===== config.mk =====
export PLATFORM = sky130hd
export DESIGN_NAME = keccak_arb
export DESIGN_NICKNAME = d
export VERILOG_FILES = /design/src/rtl/keccak_arb_pkg.sv /design/src/rtl/keccak_arb_pick.sv /design/src/rtl/keccak_arb.sv
export SDC_FILE = /design/constraint.sdc
export NUM_CORES = 1
export LEC_CHECK = 0
export CORE_MARGIN = 1.5
export CORE_UTILIZATION = 38
export DETAILED_ROUTE_END_ITERATION = 8
export MAX_ROUTING_LAYER = met4
export PLACE_DENSITY = 0.86
export SKIP_LAST_GASP = 1
export SYNTH_ARGS = -nofsm -noshare
export SYNTH_HDL_FRONTEND = slang
export SYNTH_HIERARCHICAL = 1
export SYNTH_SLANG_ARGS = --single-unit

===== constraint.sdc =====
create_clock -name clk -period 3.5 [get_ports clk]
set_input_delay 0.7 -clock clk [delete_from_list [all_inputs] [get_ports clk]]
set_output_delay 0.7 -clock clk [all_outputs]
set_load 0.02 [all_outputs]

===== src/rtl/keccak_arb_pkg.sv =====
// keccak_arb_pkg: shared types and constants for the two-requester hash-core arbiter.
//   state_e          : arbiter FSM states (IDLE, MSG_IN, DIG_OUT)
//   DIGEST_BYTES_DEF : default digest length in bytes
//   GNT_*            : one-hot grant encodings (00 = nobody owns the core)
package keccak_arb_pkg;

    typedef enum logic [1:0] {
        IDLE    = 2'd0,
        MSG_IN  = 2'd1,
        DIG_OUT = 2'd2
    } state_e;

    localparam int DIGEST_BYTES_DEF = 64;

    localparam logic [1:0] GNT_NONE = 2'b00;
    localparam logic [1:0] GNT_S0   = 2'b01;
    localparam logic [1:0] GNT_S1   = 2'b10;

endpackage


===== src/rtl/keccak_arb_pick.sv =====
// keccak_arb_pick: 2-way request picker producing a one-hot grant.
//   req[1:0] : in  - request lines, bit 0 = s0, bit 1 = s1
//   ptr      : in  - only with KECCAK_ARB_RR_EN; 1 = s1 favoured on contention
//   gnt[1:0] : out - one-hot pick, 00 when nobody requests
// Build option KECCAK_ARB_RR_EN: round-robin via ptr; otherwise s0 always wins.
module keccak_arb_pick
    import keccak_arb_pkg::*;
(
    input  logic [1:0] req,
`ifdef KECCAK_ARB_RR_EN
    input  logic       ptr,
`endif
    output logic [1:0] gnt
);

    always_comb begin
        gnt = GNT_NONE;
`ifdef KECCAK_ARB_RR_EN
        // Pointer only matters when both ask; a lone requester always wins.
        if (req == 2'b11) begin
            gnt = ptr ? GNT_S1 : GNT_S0;
        end else if (req[0]) begin
            gnt = GNT_S0;
        end else if (req[1]) begin
            gnt = GNT_S1;
        end
`else
        if (req[0]) begin
            gnt = GNT_S0;
        end else if (req[1]) begin
            gnt = GNT_S1;
        end
`endif
    end

endmodule


===== src/rtl/keccak_arb.sv =====
// keccak_arb: shares one byte-stream hash core between two requesters.
// A requester owns the core for a whole message and its full digest
// (no preemption). IDLE arbitrates (1-cycle latency), MSG_IN forwards message
// bytes s<g> -> core, DIG_OUT forwards DIGEST_BYTES digest bytes core -> r<g>.
// Ports:
//   clk, reset_n                     : clock, async active-low reset
//   s0_*/s1_* (data,end,valid,ready) : message byte streams from requesters
//   r0_*/r1_* (data,valid,ready)     : digest byte streams to requesters
//   core_* (data,end,valid,ready)    : message byte stream to the core
//   core_dout*                       : digest byte stream from the core
//   grant                            : one-hot owner, 00 when idle
//   busy                             : high whenever not IDLE
// Build option KECCAK_ARB_RR_EN: round-robin arbitration (default: s0 priority).
module keccak_arb
    import keccak_arb_pkg::*;
#(
    parameter int DIGEST_BYTES = DIGEST_BYTES_DEF
) (
    input  logic       clk,
    input  logic       reset_n,
    input  logic [7:0] s0_data,
    input  logic       s0_end,
    input  logic       s0_valid,
    output logic       s0_ready,
    input  logic [7:0] s1_data,
    input  logic       s1_end,
    input  logic       s1_valid,
    output logic       s1_ready,
    output logic [7:0] r0_data,
    output logic       r0_valid,
    input  logic       r0_ready,
    output logic [7:0] r1_data,
    output logic       r1_valid,
    input  logic       r1_ready,
    output logic [7:0] core_data,
    output logic       core_end,
    output logic       core_valid,
    input  logic       core_ready,
    input  logic [7:0] core_dout,
    input  logic       core_dout_valid,
    output logic       core_dout_ready,
    output logic [1:0] grant,
    output logic       busy
);

    localparam logic [7:0] LAST_IDX = 8'(DIGEST_BYTES - 1);

    state_e     state_q, state_d;
    logic [1:0] grant_q, grant_d;
    logic [7:0] cnt_q, cnt_d;
    logic [1:0] pick_gnt;
    logic       sel1;

`ifdef KECCAK_ARB_RR_EN
    logic ptr_q, ptr_d;
`endif

    keccak_arb_pick u_pick (
        .req ({s1_valid, s0_valid}),
`ifdef KECCAK_ARB_RR_EN
        .ptr (ptr_q),
`endif
        .gnt (pick_gnt)
    );

    assign sel1    = grant_q[1];
    assign grant   = grant_q;
    assign busy    = (state_q != IDLE);
    assign r0_data = core_dout;
    assign r1_data = core_dout;

    // Datapath muxing: everything qualified by state so idle/other-phase
    // handshakes stay at 0.
    always_comb begin
        core_data       = 8'h00;
        core_end        = 1'b0;
        core_valid      = 1'b0;
        s0_ready        = 1'b0;
        s1_ready        = 1'b0;
        r0_valid        = 1'b0;
        r1_valid        = 1'b0;
        core_dout_ready = 1'b0;
        case (state_q)
            MSG_IN: begin
                core_data  = sel1 ? s1_data  : s0_data;
                core_end   = sel1 ? s1_end   : s0_end;
                core_valid = sel1 ? s1_valid : s0_valid;
                s0_ready   = grant_q[0] & core_ready;
                s1_ready   = grant_q[1] & core_ready;
            end
            DIG_OUT: begin
                r0_valid        = grant_q[0] & core_dout_valid;
                r1_valid        = grant_q[1] & core_dout_valid;
                core_dout_ready = sel1 ? r1_ready : r0_ready;
            end
            default: ;
        endcase
    end

    always_comb begin
        state_d = state_q;
        grant_d = grant_q;
        cnt_d   = cnt_q;
`ifdef KECCAK_ARB_RR_EN
        ptr_d   = ptr_q;
`endif
        case (state_q)
            IDLE: begin
                if (pick_gnt != GNT_NONE) begin
                    grant_d = pick_gnt;
                    state_d = MSG_IN;
                end
            end
            MSG_IN: begin
                if (core_valid && core_ready && core_end) begin
                    state_d = DIG_OUT;
                end
            end
            DIG_OUT: begin
                if (core_dout_valid && core_dout_ready) begin
                    if (cnt_q == LAST_IDX) begin
                        cnt_d   = 8'h00;
                        state_d = IDLE;
                        grant_d = GNT_NONE;
`ifdef KECCAK_ARB_RR_EN
                        // Whoever was just served yields on the next contention.
                        ptr_d   = grant_q[0];
`endif
                    end else begin
                        cnt_d = cnt_q + 8'd1;
                    end
                end
            end
            default: begin
                state_d = IDLE;
                grant_d = GNT_NONE;
                cnt_d   = 8'h00;
            end
        endcase
    end

    always_ff @(posedge clk or negedge reset_n) begin
        if (!reset_n) begin
            state_q <= IDLE;
            grant_q <= GNT_NONE;
            cnt_q   <= 8'h00;
`ifdef KECCAK_ARB_RR_EN
            ptr_q   <= 1'b0;
`endif
        end else begin
            state_q <= state_d;
            grant_q <= grant_d;
            cnt_q   <= cnt_d;
`ifdef KECCAK_ARB_RR_EN
            ptr_q   <= ptr_d;
`endif
        end
    end

endmodule


# == After elaboration in Yosys (flattened, before gate mapping) ==
# Cells that the tools add are included.
# word_totals
out_inout_bits,34
ff_bits,12
wordCells,51
# op_classes
muxes,24
add_sub_neg,1
n_reduce_logical,10
bitwise,6
n_eq_ne,7
# ops
cell,n
$mux W8,4
$pmux W8 S2,1
$mux W2,7
$pmux W2 S3,2
$mux W1,10
$add A8 B1 Y8 const B,1
$eq A8 B6 Y1 const B,1
$ne A2 B2 Y1 const B,4
$reduce_and A4 Y1,2
$and A1 B1 Y1,4
$reduce_bool A2 Y1,2
$logic_and A1 B1 Y1,3
$eq A2 B1 Y1 const B,1
$eq A2 B2 Y1 const B,1
$logic_not A2 Y1,1
$not A1 Y1,2
$reduce_and A2 Y1,1
$reduce_or A2 Y1,1

# == Longest topological paths before layout ==
# depth
word_depth,6
mapped_depth,6

# == By module ==
# Netlist, hierarchy kept.
# by_module_without_submodules
mod,area_per_inst_um2,seq_area_each_um2,n_inst,cells_each
keccak_arb,982.2,300.3,1,119
keccak_arb_pick,21.3,0.0,1,2

# == Least setup slack after synthesis ==
# Ideal clock, no wire load.
# synth_path
path_type,flip-flop to output port
startpoint,register grant_q[1] (netlist: grant[1])
endpoint,output port core_data[0]
arrival_ps,1402
path_slack_ps,1398
required_ps,2800
n_path_buf,2
stages_incl_launch_ff,5
path_cell_list,dfrtp_1 > buf_6 > clkbuf_1 > mux2i_1 > nor2_1
# synth_between
elab_chain_cells,2
# synth_rtl
item,line_no,source
start: declaration,keccak_arb.sv:49,"logic [1:0] grant_q, grant_d;"
start signal: assignment,keccak_arb.sv:152,grant_q <= grant_d;
$mux W8,keccak_arb.sv:85,core_data = sel1 ? s1_data : s0_data;
$mux W8,keccak_arb.sv:83,case (state_q)
end: declaration,keccak_arb.sv:35,"output logic [7:0] core_data,"
# No other way between the ends.

# == Worst setup path after layout ==
# layout_path
startpoint,input port s0_valid
endpoint,output port core_valid
# layout_between
elab_chain_cells,2
# layout_rtl
item,line_no,source
start: declaration,keccak_arb.sv:23,"input logic s0_valid,"
$mux W1,keccak_arb.sv:87,core_valid = sel1 ? s1_valid : s0_valid;
$mux W1,keccak_arb.sv:83,
end: declaration,keccak_arb.sv:37,"output logic core_valid,"
# No other way between the ends.

==> impl_metrics.csv <==
group,metric,value,unit
clock_network,cts-resized-gates,0,
global_routing,global_route.peak_usage_layer,"met2",
worst_setup_path,critical_path.most_common_cell,"sky130_fd_sc_hd__clkdlybuf4s50_1",
cells_and_area,synthToLayoutAreaGrowth,34.79,%
clock_network,cts_tree,"done",
clock_network,ctsRootBufferMaster,"sky130_fd_sc_hd__clkbuf_4",
clock_network,cts_sink_count,12,
cells_and_area,antennaDiodeCount,0,
worst_setup_path,cp_top_family,"buffers and inverters",
global_routing,gr-usage-met2,33.94,%
detailed_routing,dr_total_vias,979,
floorplan,design.portCount,68,
placement,weighted_congestion_reported_at_the_end_of_routability_driven_placement,0.8696,
run_status,run_status,"finished, final reports clean",
synth,post_synth_inst_count,121,
floorplan,die_width,54.39,um
worst_hold_path,min-delay-path-class,"reg -> reg",
synth,synth-seq-area-share,29.93,%
worst_setup_path,critPathCapture,"core_valid",
power_and_ir_drop,power_switching,0.3982,mW
power_and_ir_drop,power.share.combinational,58.5,%
worst_setup_path,critPathLaunchType,"input port",
timing,period_needed,3030,ps
floorplan,initial_core_util,40.51,%
floorplan,core_area,0.002477,mm2
detailed_routing,via_per_inst,5.563,
power_and_ir_drop,cellLeakagePower,0.5270,nW
synth,synth_ff_type,"sky130_fd_sc_hd__dfrtp_1",
timing,final_critical_path_setup_slack,469.8,ps
worst_setup_path,timing.critical_path.to_type,"primary output",
detailed_routing,detail_route.iter0.violations,23,
clock_network,ctsLongestPathBuffers,2,
synth,synth_cell_type_count,35,
placement,place.port_buffers,43,
cells_and_area,nets,182,
synth,synth.ff_latch_count,12,
floorplan,vertical_extent_of_the_die,54.39,um
clock_network,worst_skew_pair.late_latency,280,ps
global_routing,groute.layer.met3.usage,6.831,%
timing,final_min_period_over_clock_period,86.58,%
floorplan,design.die.area,0.002958,mm2
global_routing,grt_util_all_layers,19.88,%
placement,preCtsSetupSlack,502.2,ps
global_routing,grt_overflow_total,0,
worst_setup_path,worstSetupStartpoint,"s0_valid",
power_and_ir_drop,clkPwrFrac,12.6,%
timing,number_of_endpoints_with_negative_hold_slack_in_the_final_report,0,
timing,fin_hold_ws,539.4,ps
detailed_routing,totalWireLength,2583,um
power_and_ir_drop,power-per-cell-area,663.5,mW/mm2
global_routing,antenna_found_initial,0,
timing,slew_violations,0,
synth,async_reset_ff_share,100.0,%
detailed_routing,detail-route-antenna-nets,0,
clock_network,cts.reportedPaths.clkPinSlew,70,ps
timing,relSlewSlack,51.46,%
power_and_ir_drop,p_int,0.4993,mW
worst_setup_path,crit_arrival,2330,ps
placement,hpwl,1962,um
timing,tightestPinTransition,725.3,ps
floorplan,rows,18,
worst_setup_path,path_cells,"clkdlybuf4s50_1 -> nor2b_1 -> a21oi_1 -> nor2_1 -> clkdlybuf4s50_1",
timing,final-setup-viol-count,0,
synth,syn_avg_cell_area,8.293,um2
timing,fin_setup_tns,0,ps
clock_network,cts_inserted_buffers,3,
synth,synth_warnings,6,
worst_setup_path,crit_cells,5,
clock_network,post_cts.repair.setup_buffers,0,
timing,fmax,330.0,MHz
timing,setup_repair_after_global_routing_missed_its_margin,"false",
cells_and_area,layout-drive-gt1-share,5.479,%
synth,synth_edf_count,0,
worst_setup_path,critical-path-slowest-cell,"sky130_fd_sc_hd__clkdlybuf4s50_1",
power_and_ir_drop,p_sw_share,44.37,%
flow_run,drv.max_cap_violation_count,0,
worst_setup_path,regToRegStartpoint,"grant[1]$_DFFE_PN0P_",
power_and_ir_drop,sequentialPowerShare,28.8,%
detailed_routing,drc,0,
worst_setup_path,path_max_fanout,4,
timing,skew,8.838,ps
worst_setup_path,cpPeakStageDelay,630,ps
global_routing,grt_first_pass_wirelength,4153,um
global_routing,first_global_vias,985,
global_routing,met1_usage,21.81,%
synth,syn_nets,156,
clock_network,ctsHoldBuffers,0,
worst_setup_path,worst-endpoint-required,2800,ps
worst_setup_path,worst-setup-path-type,"in -> out",
cells_and_area,nFillCells,242,
worst_setup_path,reg2reg_slack,1180,ps
detailed_routing,post_drt_wl_per_cell,14.68,um
worst_setup_path,critical_path.reg2reg.endpoint,"cnt_q[5]$_DFFE_PN0P_",
worst_setup_path,critPathBufInv,2,
worst_setup_path,ff2ff_path_depth,4,
power_and_ir_drop,ir_worst_vdd,381.5,uV
synth,mappedNetlistArea,0.001003,mm2
detailed_routing,drt-pass1-iter-count,5,
power_and_ir_drop,p_total,0.8975,mW
clock_network,htree_levels,1,
global_routing,grt_start_max_net_pins,18,
metal layers:
metal	up-vias	part of all wire, %
li1	465	-
met1	450	41
met2	59	50
met3	5	8.6
met4	0	0.74
met5	-	0
through the flow:
step                instance area (um2)  util, %  cells
detailed placement                 1316    53.13    172
floorplan                          1003        -    121
global route                       1353    54.60    176
finish                             1353    54.60    176
global placement                   1316    53.13    172
CTS                                1353    54.60    176
cell families (layout without fill, tap and decap cells):
kind of cell	count (synthesis)	in the layout	synth area share, %
multiplexers	10	10	10.35
buffers and inverters	26	51	16.96
flip-flops	12	12	29.93
AO/OA/AOI/OAI	23	23	15.34
AND/OR/NAND/NOR	49	49	26.18
adder cells (fa/ha/maj)	1	1	1.247
sequential cells by signal, indices dropped and copies added, names as in the netlist:
signal   flops
cnt_q        8
grant        2
state_q      2
worst min path at each step:
stage | start | to | cells after the start | slack [ps]
after floorplan | reset_n | cnt_q[0]$_DFFE_PN0P_ | 0 | 400
after global placement | cnt_q[1]$_DFFE_PN0P_ | cnt_q[1]$_DFFE_PN0P_ | 1 | 510
after detailed placement | cnt_q[1]$_DFFE_PN0P_ | cnt_q[1]$_DFFE_PN0P_ | 1 | 520
after CTS | cnt_q[1]$_DFFE_PN0P_ | cnt_q[1]$_DFFE_PN0P_ | 1 | 540
after global routing | cnt_q[1]$_DFFE_PN0P_ | cnt_q[1]$_DFFE_PN0P_ | 1 | 560
final | cnt_q[1]$_DFFE_PN0P_ | cnt_q[1]$_DFFE_PN0P_ | 1 | 540
cell type report:
class | instances | area (um2) | share of cell area, %
multi-input cells | 83 | 533.0 | 39.41
repair buffers | 43 | 430.4 | 31.82
flip-flops and latches | 12 | 300.3 | 22.20
well taps | 30 | 37.54 | 2.775
clock buffers | 4 | 36.28 | 2.683
inverters | 4 | 15.01 | 1.110
cell usage in the layout, fill, tap and decap left out, drive strengths merged, types with 2 or more instances in the layout:
cell	Yosys	final
clkdlybuf4s50	0	43
nor2	14	14
dfrtp	12	12
mux2i	10	10
nand2	8	8
a21oi	7	7
nor2b	5	5
inv	4	4
o21ai	4	4
clkbuf	3	4
or3	3	3
nand3	3	3
o31ai	3	3
or4	3	3
or2	2	2
nor3	2	2
and3	2	2
o311ai	2	2
nand2b	2	2
nand4	2	2
cell usage after synthesis, drive strengths merged (3+ instances only):
library cell,n,area (um2)
buf,19,143.9
clkbuf,3,11.26
or3,3,18.77
nand3,3,15.01
inv,4,15.01
a21oi,7,35.03
nand2,8,30.03
nor2b,5,38.78
or4,3,22.52
o31ai,3,22.52
mux2i,10,103.9
o21ai,4,20.02
nor2,14,52.55
dfrtp,12,300.3
power groups by stage:
stage	clock (mW)	sequential (mW)	combinational [mW]
3_5_place_dp	0	0.260	0.524
6_report	0.113	0.259	0.525
3_3_place_gp	0	0.256	0.516
5_1_grt	0.123	0.267	0.568
2_1_floorplan	0	0.220	0.366
4_1_cts	0.118	0.257	0.529
No activity file was read; power rests on OpenSTA's default activity.
==> RTL edit 1 (config.mk and constraints unchanged) <==
Make the reset (`reset_n`) synchronous in one clocked block. Comments in the files are not updated.
--- a/src/rtl/keccak_arb.sv
+++ b/src/rtl/keccak_arb.sv
@@ -141,3 +141,3 @@
 
-    always_ff @(posedge clk or negedge reset_n) begin
+    always_ff @(posedge clk) begin
         if (!reset_n) begin
Behaviour: differs if reset_n is asserted again (counterexample within 4 cycles, from zero or initial values and one cycle with reset_n low); with reset_n held inactive, the same outputs for 10 cycles.
==> RTL edit 1 against the unedited design <==
- sequential share of layout area fell by 4.8 points
- synthesized cell count is 12% higher
- area after synthesis is 2.1% higher
- sequential cell count did not move
- cell area is 2.2% higher
- final cell count grew 9.1%
- setup slack gained 0.19 ns
- wire length is 7.1% higher
- worst hold slack lost 0.042 ns
- global-route usage fell by 0.85 points
Power is not compared: it rests on default switching activity, and its combinational part moved more than twofold at a synthesized area within 25%.
==> RTL edit 1: results (changes against the unedited design) <==
| Metric | Value |
|---|---|
| Vias in the first global route | 926 (was 985) |
| Final nets | 198 (was 182) |
| Finished Layout Cells | 192 (was 176) |
| Placed inst area | 0.00135 mm² (was 0.00132 mm²) |
| Post_cts resized | 0 (unchanged) |
| CTS clk-pin slew, worst paths | 0.08 ns |
| Global-route wire length before repair | 4060 µm (was 4150 µm) |
| Antenna violations before repair | 0 (unchanged) |
| Largest net degree at the start of global routing | 17 (was 18) |
| Top FF cell, synth | dfxtp_1 (was dfrtp_1) |
| Crit path DAT | 2.14 ns (was 2.33 ns) |
| Drt initial violations | 28 (was 23) |
| Critical path peak fanout | 6 (was 4) |
| Worst r2r dst | cnt_q[5]$_SDFFE_PN0P_ (was cnt_q[5]$_DFFE_PN0P_) |
| Root buffer cell | clkbuf_4 (unchanged) |
| Synth cell types | 37 (was 35) |
| Synth top area cells | dfxtp_1, buf_4, mux2i_1 (was dfrtp_1, buf_4, mux2i_1) |
| Crit path to | core_valid (unchanged) |
| Share of layout cells above drive strength 1 | 4.94% (was 5.48%) |
| Syn_nets | 171 (was 156) |
| Mean Syn Cell Area | 7.53 µm² (was 8.29 µm²) |
| Clk_lat worst skew | 0.28 ns (about the same) |
| DR vias | 1,042 (was 979) |
| DR WL/cell | 14.4 µm (was 14.7 µm) |
| # Post-CTS Setup Buffers | 0 (unchanged) |
| Setup ws final | 0.662 ns (was 0.470 ns) |
| Final GP Congestion | 0.880 (was 0.870) |
| R2r startpoint | state_q[1]$_SDFFE_PN0P_ (was grant[1]$_DFFE_PN0P_) |
| CTS Buf Count | 3 (unchanged) |
| Register area share after synthesis | 23.4% (was 29.9%) |
| N_diodes | 0 (unchanged) |
| Critical Path Start | s0_valid (unchanged) |
| Leakage power | 0.511 nW |
| DRT Pass-1 Iters | 4 (was 5) |
| Peak supply drop | 0.145 mV |
| Status | finished, final reports clean (unchanged) |
| PortBufs | 43 (unchanged) |
| Clk_skew | 0.00510 ns (was 0.00884 ns) |
| Synth Warn # | 6 (unchanged) |
| List of most frequent post-synthesis cells | buf_4, nor2_1, dfxtp_1, mux2i_1, nand2_1 (was buf_4, nor2_1, dfrtp_1, mux2i_1, nand2_1) |
| Total track usage | 19.0% (was 19.9%) |
| # hold bufs at CTS | 0 (unchanged) |
| DP Wirelength | 2140 µm (was 1960 µm) |
| Max FFs per register | 8 (unchanged) |
| Slew margin rel. | 65.1% (was 51.5%) |
| Asr flop ratio synth | 0% (was 100%) |
| H-tree Lvls | 1 (unchanged) |
| Reg-to-reg slack, setup | 1.84 ns (was 1.18 ns) |
| Hold/Removal Path Class | reg -> reg (unchanged) |
| Hold Startpoint | cnt_q[5]$_SDFFE_PN0P_ (was cnt_q[1]$_DFFE_PN0P_) |
| Reg2Reg Depth | 4 (unchanged) |
| Max Root-Sink Buffers | 2 (unchanged) |
## RTL edit 1: logic make-up after synthesis
| family | synth area share, % |
|---|---|
| and+or+nand+nor | 32.5 |
| buffers and inverters | 16.1 |
| AOI/OAI and AO/OA | 14.0 |
| muxes | 11.8 |
| DFF | 23.4 |
| xor gates and xnor gates | 0.855 |
| adders and majority gates | 1.22 |
## RTL edit 1: layout make-up
cell class | count | area [µm²]
Inverter | 3 | 11.3
Multi-Input combinational cell | 99 | 619
Timing Repair Buffer | 44 | 438
Clock buffer | 4 | 36.3
Tap cell | 30 | 37.5
Fill cell | 237 | 1140
Sequential cell | 12 | 240
## RTL edit 1: critical path, cell delays in order
cell and delay (ns):
clkdlybuf4s50_1 0.62, mux2i_1 0.11, nor2_1 0.10, clkdlybuf4s50_1 0.61
## RTL edit 1: worst min-delay path by stage
stage                            end  slack [ns]  cells after the start
6_report       cnt_q[5]$_SDFFE_PN0P_        0.50                      2
5_1_grt        cnt_q[5]$_SDFFE_PN0P_        0.53                      2
4_1_cts        cnt_q[5]$_SDFFE_PN0P_        0.50                      2
3_5_place_dp   cnt_q[5]$_SDFFE_PN0P_        0.49                      2
3_3_place_gp   cnt_q[5]$_SDFFE_PN0P_        0.46                      2
2_1_floorplan  cnt_q[5]$_SDFFE_PN0P_        0.45                      2
## RTL edit 1: metal layers
metal	part of all wire [%]	up-vias	global-route usage, %	wire length [µm]
li1	-	522	-	-
met1	43	491	21.3	1200
met2	50	22	33.7	1390
met3	4.0	7	1.88	111
met4	2.3	0	9.35	63
met5	0	-	-	0
## RTL edit 1: report_power, final
part | switching [mW] | total, mW | internal (mW)
combinational | 0.0609 | 0.129 | 0.0679
clock | 0.0502 | 0.114 | 0.0633
sequential | 0.00737 | 0.148 | 0.141
total | 0.118 | 0.390 | 0.272
==> RTL edit 2 (same flow settings) <==
Made on the original files. The option `KECCAK_ARB_RR_EN` is turned on by a define.
--- a/src/rtl/keccak_arb_pick.sv
+++ b/src/rtl/keccak_arb_pick.sv
@@ -5,2 +5,4 @@
 // Build option KECCAK_ARB_RR_EN: round-robin via ptr; otherwise s0 always wins.
+`define KECCAK_ARB_RR_EN
+
 module keccak_arb_pick
Formal check against the unedited RTL: no difference found for any inputs over 10 cycles, from zero or initial values and one cycle with reset_n low; that may be too few to reach the edited logic, so the function may still have changed.
==> RTL edit 2 against the unedited design <==
- clock skew fell by 0.0077 ns
- worst hold slack barely moved
- non-clock buffer count rose by 1
- clock power fell by 14%
- wire length rose by 9.2%
- power fell by 8.8%
- critical path depth fell by 1
- cell area rose by 3.5%
- first-iteration DRC count rose by 74%
- count of clock-buffer cells in the layout did not move
- setup slack improved by 0.22 ns
- sequential cell count rose by 1
- area after synthesis rose by 4.7%
- largest cell class unchanged
- largest power group unchanged
==> RTL edit 2: results (changes against the unedited design) <==
| Metric | Value |
|---|---|
| P_int | 0.461 mW (was 0.499 mW) |
| Register area share after synthesis | 31.0% (was 29.9%) |
| Final wirelength | 2820 µm (was 2580 µm) |
| Finished Layout Cells | 181 (was 176) |
| Clk_skew | 0.00115 ns (was 0.00884 ns) |
| Vias in the first global route | 994 (was 985) |
| Crit path DAT | 2.11 ns (was 2.33 ns) |
| WHS | 0.539 ns (about the same) |
| Pre-CTS setup slack | 0.692 ns (was 0.502 ns) |
| Total track usage | 19.2% (was 19.9%) |
| Slew margin rel. | 60.8% (was 51.5%) |
| R2r startpoint | grant[1]$_DFFE_PN0P_ (unchanged) |
| Met3 Use GR | 5.81% (was 6.83%) |
| Root buffer cell | clkbuf_4 (unchanged) |
| Logic pwr share | 59.5% (was 58.5%) |
| Reg-to-reg slack, setup | 1.72 ns (was 1.18 ns) |
| # fillers | 231 (was 242) |
| WL met1 | 1240 µm (was 1050 µm) |
| Crit path to | r0_valid (was core_valid) |
| Final Critical Period | 2.81 ns (was 3.03 ns) |
| Met3 wire len | 138 µm (was 222 µm) |
| Synth cell types | 39 (was 35) |
| Final Util | 55.0% (was 54.6%) |
| Syn_nets | 160 (was 156) |
| Status | finished, final reports clean (unchanged) |
| Seq. pwr | 0.235 mW (was 0.259 mW) |
| Global-route wire length before repair | 4600 µm (was 4150 µm) |
| Final nets | 187 (was 182) |
| Gate Count Post-Synth | 125 (was 121) |
| WL met2 | 1390 µm (was 1290 µm) |
| Critical path peak fanout | 6 (was 4) |
| Met2 usage | 29.4% (was 33.9%) |
| DRT Pass-1 Iters | 4 (was 5) |
| Share of layout cells above drive strength 1 | 6.62% (was 5.48%) |
| DR vias | 995 (was 979) |
| Final GP Congestion | 0.846 (was 0.870) |
| Max FFs per register | 8 (unchanged) |
| Synth top area cells | dfrtp_1, buf_4, mux2i_1 (unchanged) |
| WHS Endpoint | cnt_q[5]$_DFFE_PN0P_ (was cnt_q[1]$_DFFE_PN0P_) |
| Largest net degree at the start of global routing | 14 (was 18) |
| Power Total | 0.818 mW (was 0.897 mW) |
| Placed inst area | 0.00137 mm² (was 0.00132 mm²) |
| Drt initial violations | 40 (was 23) |
| Peak supply drop | 0.473 mV (was 0.381 mV) |
| DP Wirelength | 2260 µm (was 1960 µm) |
-- RTL edit 2: cell types whose count changed after synthesis, sizes merged, moves of 2 or more --
cell / change
nor2b: -3
or3: -2
o31ai: -2
inv: +2
o311ai: -2
clkbuf: -2
a21boi: +2
o21ai: +3
buf: +2
nand2: +3
a21oi: -4
or4: -3
-- RTL edit 2: cell families (layout without fill, tap and decap cells) --
| logic type | count (synthesis) | count (layout) | share of synthesized area [%] |
|---|---|---|---|
| AND/OR/NAND/NOR | 47 | 47 | 23.7 |
| buffers and inverters | 28 | 54 | 16.7 |
| AO/OA/AOI/OAI | 24 | 24 | 15.6 |
| flip-flops | 13 | 13 | 31.0 |
| multiplexers | 12 | 12 | 11.9 |
| adder cells (fa/ha/maj) | 1 | 1 | 1.19 |
-- RTL edit 2: cell type report --
type | count | area share [%]
flip-flops and latches | 13 | 23.2
inverters | 6 | 1.61
multi-input cells | 84 | 39.3
well taps | 30 | 2.68
repair buffers | 44 | 31.3
clock buffers | 4 | 1.88
